[config.mk]
export PLATFORM = sky130hd
export DESIGN_NAME = input_port
export DESIGN_NICKNAME = d
export VERILOG_FILES = /design/src/rtl/input_port_pkg.sv /design/src/rtl/input_port_debouncer.sv /design/src/rtl/input_port.sv
export SDC_FILE = /design/constraint.sdc
export NUM_CORES = 1
export LEC_CHECK = 0
export CAP_MARGIN = 20
export CELL_PAD_IN_SITES_DETAIL_PLACEMENT = 0
export CELL_PAD_IN_SITES_GLOBAL_PLACEMENT = 1
export CORE_UTILIZATION = 39
export DETAILED_ROUTE_END_ITERATION = 7
export GPL_TIMING_DRIVEN = 0
export PLACE_DENSITY_LB_ADDON = 0.1
export SLEW_MARGIN = 10
export SYNTH_ARGS = -nofsm -noshare
export SYNTH_HDL_FRONTEND = slang
export SYNTH_SLANG_ARGS = --single-unit
[constraint.sdc]
create_clock -name clock -period 2.3 [get_ports clock]
set_input_delay 0.345 -clock clock [delete_from_list [all_inputs] [get_ports clock]]
set_output_delay 0.345 -clock clock [all_outputs]
set_load 0.02 [all_outputs]
[src/rtl/input_port_pkg.sv]
// Shared constants for the manual-input front end (input_port).
package input_port_pkg;

   localparam int INPUT_DEBOUNCE_CYCLES = 500_000;
   localparam int INPUT_NUM_KEYS        = 2;
   localparam int INPUT_SWITCH_WIDTH    = 8;

endpackage : input_port_pkg

[src/rtl/input_port_debouncer.sv]
// One-bit synchronizer plus debouncer for a single board input.
// The raw pin passes two flops before it is compared with the stable value.
// The stable value is updated only after DEBOUNCE_CYCLES consecutive
// disagreeing samples. INVERT turns an active-low pin into an active-high
// level after synchronization. SYNC_RST_VAL is the idle pin level that the
// synchronizer holds during reset.
module input_port_debouncer #(
   parameter int DEBOUNCE_CYCLES = 500_000,
   parameter bit SYNC_RST_VAL    = 1'b0,
   parameter bit INVERT          = 1'b0
) (
   input  logic clock,
   input  logic reset_s2_n,
   input  logic i_raw,
   output logic o_level,
   output logic o_rise
);

   localparam int               CNT_W    = $clog2(DEBOUNCE_CYCLES);
   localparam logic [CNT_W-1:0] CNT_LAST = CNT_W'(DEBOUNCE_CYCLES - 1);

   logic             r_sync1;
   logic             r_sync2;
   logic             r_stable;
   logic [CNT_W-1:0] r_cnt;
   logic             w_in;
   logic             w_accept;

   assign w_in     = r_sync2 ^ INVERT;
   assign w_accept = (w_in != r_stable) && (r_cnt == CNT_LAST);
   assign o_level  = r_stable;
   assign o_rise   = w_accept & w_in;

   // Two-flop synchronizer for the asynchronous pin
   always_ff @(posedge clock or negedge reset_s2_n) begin
      if (!reset_s2_n) begin
         r_sync1 <= SYNC_RST_VAL;
         r_sync2 <= SYNC_RST_VAL;
      end else begin
         r_sync1 <= i_raw;
         r_sync2 <= r_sync1;
      end
   end

   // Count consecutive disagreeing samples; a glitch back to stable restarts at 0
   always_ff @(posedge clock or negedge reset_s2_n) begin
      if (!reset_s2_n) begin
         r_stable <= 1'b0;
         r_cnt    <= '0;
      end else if (w_in == r_stable) begin
         r_cnt    <= '0;
      end else if (w_accept) begin
         r_stable <= w_in;
         r_cnt    <= '0;
      end else begin
         r_cnt    <= r_cnt + 1'b1;
      end
   end

endmodule : input_port_debouncer

[src/rtl/input_port.sv]
// Manual-input front end: debounced push-buttons and slide switches with
// one-cycle press events for the CPU IN path.
// Optional feature macro INPUT_PORT_IRQ_EN adds a pending/IRQ register that
// latches presses until irq_ack.
module input_port
   import input_port_pkg::*;
#(
   parameter int DEBOUNCE_CYCLES = INPUT_DEBOUNCE_CYCLES,
   parameter int NUM_KEYS        = INPUT_NUM_KEYS
) (
   input  logic                          clock,
   input  logic                          reset_s2_n,
   input  logic                          enable,
   input  logic [NUM_KEYS-1:0]           key_n,
   input  logic [INPUT_SWITCH_WIDTH-1:0] switch,
   output logic [INPUT_SWITCH_WIDTH-1:0] switch_value,
   output logic [NUM_KEYS-1:0]           key_pressed,
   output logic [NUM_KEYS-1:0]           key_event
`ifdef INPUT_PORT_IRQ_EN
   ,
   output logic [NUM_KEYS-1:0]           pending,
   output logic                          irq,
   input  logic                          irq_ack
`endif
);

   logic [NUM_KEYS-1:0]           w_key_rise;
   logic [INPUT_SWITCH_WIDTH-1:0] w_unused_sw_rise;
   logic [NUM_KEYS-1:0]           r_key_event;

   // Keys idle high on the pin and are inverted to active-high after syncing
   for (genvar gi = 0; gi < NUM_KEYS; gi++) begin : g_key
      input_port_debouncer #(
         .DEBOUNCE_CYCLES (DEBOUNCE_CYCLES),
         .SYNC_RST_VAL    (1'b1),
         .INVERT          (1'b1)
      ) u_deb (
         .clock      (clock),
         .reset_s2_n (reset_s2_n),
         .i_raw      (key_n[gi]),
         .o_level    (key_pressed[gi]),
         .o_rise     (w_key_rise[gi])
      );
   end

   // Switches are plain levels; their rise strobes are not used
   for (genvar gs = 0; gs < INPUT_SWITCH_WIDTH; gs++) begin : g_sw
      input_port_debouncer #(
         .DEBOUNCE_CYCLES (DEBOUNCE_CYCLES),
         .SYNC_RST_VAL    (1'b0),
         .INVERT          (1'b0)
      ) u_deb (
         .clock      (clock),
         .reset_s2_n (reset_s2_n),
         .i_raw      (switch[gs]),
         .o_level    (switch_value[gs]),
         .o_rise     (w_unused_sw_rise[gs])
      );
   end

   // Press event lands on the same edge as the key_pressed rise, gated by enable
   always_ff @(posedge clock or negedge reset_s2_n) begin
      if (!reset_s2_n) r_key_event <= '0;
      else             r_key_event <= w_key_rise & {NUM_KEYS{enable}};
   end

   assign key_event = r_key_event;

`ifdef INPUT_PORT_IRQ_EN
   logic [NUM_KEYS-1:0] r_pending;
   logic                r_irq;
   logic [NUM_KEYS-1:0] w_pending_nxt;

   // A new event wins over a simultaneous acknowledge for its own bit
   assign w_pending_nxt = r_key_event | (r_pending & ~{NUM_KEYS{irq_ack}});

   // Latch presses until acknowledged; irq follows next-state pending
   always_ff @(posedge clock or negedge reset_s2_n) begin
      if (!reset_s2_n) begin
         r_pending <= '0;
         r_irq     <= 1'b0;
      end else begin
         r_pending <= w_pending_nxt;
         r_irq     <= |w_pending_nxt;
      end
   end

   assign pending = r_pending;
   assign irq     = r_irq;
`endif

endmodule : input_port

==> metrics.yaml <==
synthesis.nets: 1081
chipHeight_um: 167
max_freq_mhz: 458
post-route-util_pct: 46.1
boundaryPins: 25
crit_top_cell: "buf_4"
finalSetupViolations: 0
skew_ns: 0.00867
p_total_mw: 8.42
postSynthCellCount: 1058
path_clk_slew_ns: 0.05
grt_overflow: 0
dieArea_um2: 28000
outcome: "finished, final reports clean"
synth_seq_cells: 222
rsz0062_at_grt: "no"
avgSynthCellArea_um2: 10.1
path_class: "reg2reg"
syn-cell-area_um2: 10700
layout-drive-gt1-share_pct: 11.3
start_util_pct: 39.7
core_um2: 26900
antenna_cells: 0
slowest_delay_ns: 0.71
final_cells: 1481
grt_pass1_wl_um: 36800
grt_pass1_vias: 7462
antenna_left: 0
drc: 0
pre_cts_ws_ns: -0.236
multiInputGateArea_um2: 4800
via_count: 7614
worst-slew-pin-transition_ns: 0.637
synth_cell_types: 53
routed_via_density: 5.14
setup_slack_ns: 0.116
cts_sinks: 222
final.period_utilization_pct: 95.0
critPathSlowestCell: "or4b_2"
final.min_clock_period_ns: 2.18
report.final.slew_viol_count: 0
cts_tree: "built"
grt_antenna_before_repair: 0
drt_iter0_drc: 390
num_rows: 60
numCtsBuffers: 27
worstPathCellList: "or4b_2 -> nor4_2 -> a21o_1 -> buf_4 -> buf_4 -> nor2_1"
cts-root-buf: "clkbuf_16"
end_kind: "register"
register_area_um2: 5560
power_density_nw_per_um2: 680
die_w_um: 167
clock_latency_ns: 0.52
crit_path_start_kind: "register"
area_growth_syn_to_layout_pct: 16.0
clockBufferDepth: 3
max-slew-margin-rel_pct: 57.2
yosys_warnings: 0
path_max_fanout: 10
synthTopCellsByArea: "dfrtp_1 51%, xnor2_1 7.5%, nor2_1 6.1%"
dp.cells: 1425
num-fill-cells: 2585
yosys.area.top_type: "dfrtp_1"
yosys.area.top_type_share_pct: 51.1
finalHoldWorstSlack_ns: 0.231
ys_seq_area_share_pct: 52.1
required_ns: 2.70
finalHoldViolCount: 0
final_nets: 1145
grt_start_max_net_pins: 96
drt_wl_total_um: 20600
dp_hpwl_um: 13500
worstPathArrival_ns: 2.59
wl_per_cell_um: 13.9
p_leak_nw: 4.90
cap_violations: 0
io_buffers: 24
drtPass1Iterations: 6
gr-usage-all-layers_pct: 15.5
hold_class: "in2reg"
gp_congestion: 0.742
ir_drop_mv: 0.510
htreeDepth: 1
## cells in the mapped netlist (all sizes together)
cell / number
dfrtp: 218
nor2: 173
xnor2: 92
nand3: 61
nand2: 54
nand4: 49
xor2: 44
a21oi: 42
inv: 40
nor3: 32
or4: 31
nor4: 27
o21ai: 26
or3: 25
buf: 20
o31ai: 18
clkbuf: 13
and4: 10
ha: 10
or4b: 10
and3: 9
mux2: 8
or2: 7
and2: 6
nand3b: 5
dfstp: 4
a31o: 3
nor4b: 3
a21bo: 2
o41ai: 2
or4bb: 2
a21o: 1
a31oi: 1
and3b: 1
and4bb: 1
mux2i: 1
nand4b: 1
nor3b: 1
nor4bb: 1
o21ba: 1
o21bai: 1
o22ai: 1
or3b: 1
## area by class of cell
cell class	instances	share of cell area [%]
multi-input combinational	763	38.8
buffer	33	1.69
sequential	222	44.9
clock inverter	10	0.657
inverter	40	1.21
timing repair buffer	35	2.99
clock buffer	37	6.32
tap	341	3.45
## where the power goes
group	leakage [nW]	internal [mW]	switching, mW
Sequential	3.03	3.97	0.0517
Combinational	1.44	0.106	0.195
Clock	0.433	2.47	1.62
## critical path, delay by kind of cell, from the launching register on
kind / cells / cell delay, ns
AO/OA/AOI/OAI: 1 / 0.17
flip-flops: 1 / 0.43
buffers and inverters: 2 / 0.34
AND/OR/NAND/NOR: 3 / 1.13
## cells by family (layout without fill, tap and decap cells)
family	after synthesis	count (layout)	synth area share, %
mux	9	9	0.937
xor+xnor	136	136	11.2
simple gates	510	510	25.3
flops	222	222	52.1
compound gates	98	98	6.03
buf+inv	73	155	3.33
fa+ha+maj	10	10	1.17
## worst paths after layout
kind / start / endpoint / slack (ns) / cells past startpoint
min: key_n[0] / g_key[0].u_deb.r_sync1 / 0.23 / 1
max in group asynchronous: reset_s2_n / g_sw[2].u_deb.r_cnt[16] / 0.77 / 4
min in group asynchronous: reset_s2_n / g_sw[1].u_deb.r_cnt[17] / 0.34 / 2
min reg2reg: g_sw[6].u_deb.r_sync1 / g_sw[6].u_deb.r_sync2 / 0.35 / 0
max: g_sw[7].u_deb.r_cnt[5] / g_sw[7].u_deb.r_cnt[8] / 0.12 / 6
max reg2reg: g_sw[7].u_deb.r_cnt[5] / g_sw[7].u_deb.r_cnt[8] / 0.12 / 6
## metrics by stage
stage / area [um^2] / TNS, ns
floorplan: 10700 / 0
global placement: 11300 / -1986.06
detailed placement: 11400 / -4.08
CTS: 12300 / 0
global route: 12400 / 0
finish: 12400 / 0
## state kept, by name (all words and copies together) (netlist names)
register             count
g_key.u_deb.r_cnt       38
g_sw.u_deb.r_sync1       8
g_sw.u_deb.r_cnt       152
g_key.u_deb.r_sync2      2
g_key.u_deb.r_sync1      2
g_sw.u_deb.o_level       8
key_event                2
g_key.u_deb.o_level      2
g_sw.u_deb.r_sync2       8
## repair_timing
| action | in CTS | in global routing |
|---|---|---|
| hold buffers | 1 | 0 |
| gates resized for setup | 3 | 10 |
| pin swaps | 0 | 4 |
| setup buffers | 0 | 8 |
| endpoints found under the setup margin | 30 | 62 |
| endpoints found under the hold margin | 60 | 0 |
## cells in the final DEF, fill, tap and decap left out, types with 7 or more instances in the layout
cell	count
dfrtp_1	218
nor2_1	173
xnor2_1	92
nand3_1	60
nand2_1	54
nand4_1	45
xor2_1	44
a21oi_1	42
inv_1	40
nor3_1	32
clkbuf_16	27
or4_1	26
nor4_1	25
buf_4	23
or3_1	23
clkdlybuf4s50_1	23
o21ai_0	19
o31ai_1	18
clkbuf_1	13
and4_1	10
ha_1	10
and3_1	9
or4b_1	8
mux2_2	8
clkbuf_8	7
clkinv_2	7
## routing by layer
layer	part of all wire (%)	vias to the layer above	track usage, %
met5	0	-	0
li1	-	3849	-
met3	2.5	33	2.06
met1	52	3662	22.9
met2	43	70	23.6
met4	2.5	0	4.59
Power figures use the tool's default switching activity.
==> edit, RTL diff (same flow settings) <==
Set the package constant `INPUT_NUM_KEYS` to 1 (it was 2).
--- a/src/rtl/input_port_pkg.sv
+++ b/src/rtl/input_port_pkg.sv
@@ -2,7 +2,7 @@
 package input_port_pkg;
 
    localparam int INPUT_DEBOUNCE_CYCLES = 500_000;
-   localparam int INPUT_NUM_KEYS        = 2;
+   localparam int INPUT_NUM_KEYS        = 1;
    localparam int INPUT_SWITCH_WIDTH    = 8;
 
 endpackage : input_port_pkg
Ports: changed (resized key_event, key_n and key_pressed); port bits go from 25 to 22. No check against the original RTL was run, so the function may have changed too.
==> edit against the original RTL <==
Area after synthesis decreased by 11%; design area is 12% lower; worst setup slack got worse by 0.52 ps; die area shrank 11%; total power shrank 19%; clock power shrank 28%; non-clock buffer count down 11; routed wire length decreased by 12%; sequential share of layout area rose by 0.98 points; sequential cell count is 23 lower; global-route usage up 0.56 points; synthesized cell count shrank 9.8%; first-iteration DRC count is 6.4% lower; largest cell class unchanged.
==> edit: results (changes against the original RTL) <==
status=complete, no violations; met1 GRT Util=0.221 (-0.00825); biggest regs=g_sw.u_deb.r_cnt x152, g_key.u_deb.r_cnt x19; Net Sw Power=1.61 mW (-14%); number of global-route vias before repair=6688 (-10%); PwrDens=627 nW/um^2 (-7.7%); Reg clk slew, reported paths=70 ps (+20 ps); synth cell count leaders=dfrtp_1, nor2_1, xnor2_1; r2r endpoint=g_sw[6].u_deb.r_cnt[14]$_DFF_PN0_; Slew HR=0.591 (+0.0195); Mapped Cells=954 (-9.8%); number of vias per cell=5.13 (-0.21%); FF-to-FF Start=g_sw[6].u_deb.r_cnt[11]$_DFF_PN0_; gpl congestion=0.760 (+2.4%); M2 GR Usage=0.256 (+0.0201); Final Skew=12.8 ps (+4.10 ps); leakage=4.25 nW (-13%); clock buffer depth=2 (-1); diodes inserted=0 (unchanged); largest stage delay on the critical path=550 ps (-160 ps); port bufs=21 (-13%); Worst-Skew Late Latency=440 ps (-80 ps); H-Tree Depth=4 (+3); r2r worst-path depth=5 (-1); HP Start=key_n; Seq/Total Area, Yosys=0.523 (+0.00197); cts bufs inserted=17 (-37%); worst hold margin=316 ps (+84.4 ps); first-pass GRT wire length=32500 um (-12%); gr usage total=0.160 (+0.00555); Starting DRT DRC Count=365 (-6.4%); net count after synthesis=975 (-9.8%); Vias=6839 (-10%); WP data arrival=2500 ps (-90 ps); Reg power frac=0.528 (+0.050); final net count=1022 (-11%); hpwl dp=12100 um (-11%); Clock Tree Root=clkbuf_16; final wirelength=18100 um (-12%); Cell variety after synth=42 (-21%); met3 Use GR=0.0302 (+0.00965); top post-synthesis cells by area=dfrtp_1, xnor2_1, nor2_1, xor2_1, nand3_1; Comb power frac=0.038 (+0.002); layout cells sized above 1=0.101 (-0.0126); CP delay by family, top=simple AND/OR/NAND/NOR gates; instance area at placement=10200 um^2 (-11%); worst vdd rail ir drop=0.000399 V (-22%); largest net degree at the start of global routing=81 (-16%); post-CTS sizing=7 (+4)
[edit: routing by layer]
metal,vias up,wire (um),part of all wire
li1,3483,-,-
met4,0,187,0.010
met2,40,8290,0.46
met1,3304,9310,0.51
met5,-,0,0
met3,12,315,0.017
[edit: cell families after synthesis]
logic type	Yosys count	share of synthesized area
compound gates	93	0.0575
xor+xnor	121	0.111
fa+ha+maj	9	0.0118
buf+inv	59	0.0284
flops	199	0.523
mux	8	0.00945
simple gates	465	0.259
[edit: how the worst max path moves through the flow]
stage | startpoint | to | depth (start not counted)
floorplan | g_sw[7].u_deb.r_cnt[7]$_DFF_PN0_ | g_sw[7].u_deb.r_cnt[10]$_DFF_PN0_ | 5
global placement | reset_s2_n | g_key[0].u_deb.r_cnt[2]$_DFF_PN0_ | 1
detailed placement | g_sw[5].u_deb.r_cnt[0]$_DFF_PN0_ | g_sw[5].u_deb.r_cnt[11]$_DFF_PN0_ | 6
CTS | g_sw[4].u_deb.r_cnt[0]$_DFF_PN0_ | g_sw[4].u_deb.r_cnt[10]$_DFF_PN0_ | 6
global route | g_sw[6].u_deb.r_cnt[11]$_DFF_PN0_ | g_sw[6].u_deb.r_cnt[14]$_DFF_PN0_ | 5
finish | g_sw[6].u_deb.r_cnt[11]$_DFF_PN0_ | g_sw[6].u_deb.r_cnt[14]$_DFF_PN0_ | 5
[edit: cell type report]
class,count,area [um^2]
fill,2298,12900
sequential,199,4980
multi-input combinational,696,4320
clock buffer,19,453
tap,319,399
timing repair buffer,29,318
buffer,28,159
clock inverter,13,119
inverter,30,113
[edit: per-stage QoR]
stage | setup WS, ps | utilization
3_3_place_gp | -7960 | 0.427
2_1_floorplan | 290 | -
3_5_place_dp | -182 | 0.429
4_1_cts | 12.0 | 0.455
6_report | 116 | 0.457
5_1_grt | 10.5 | 0.457
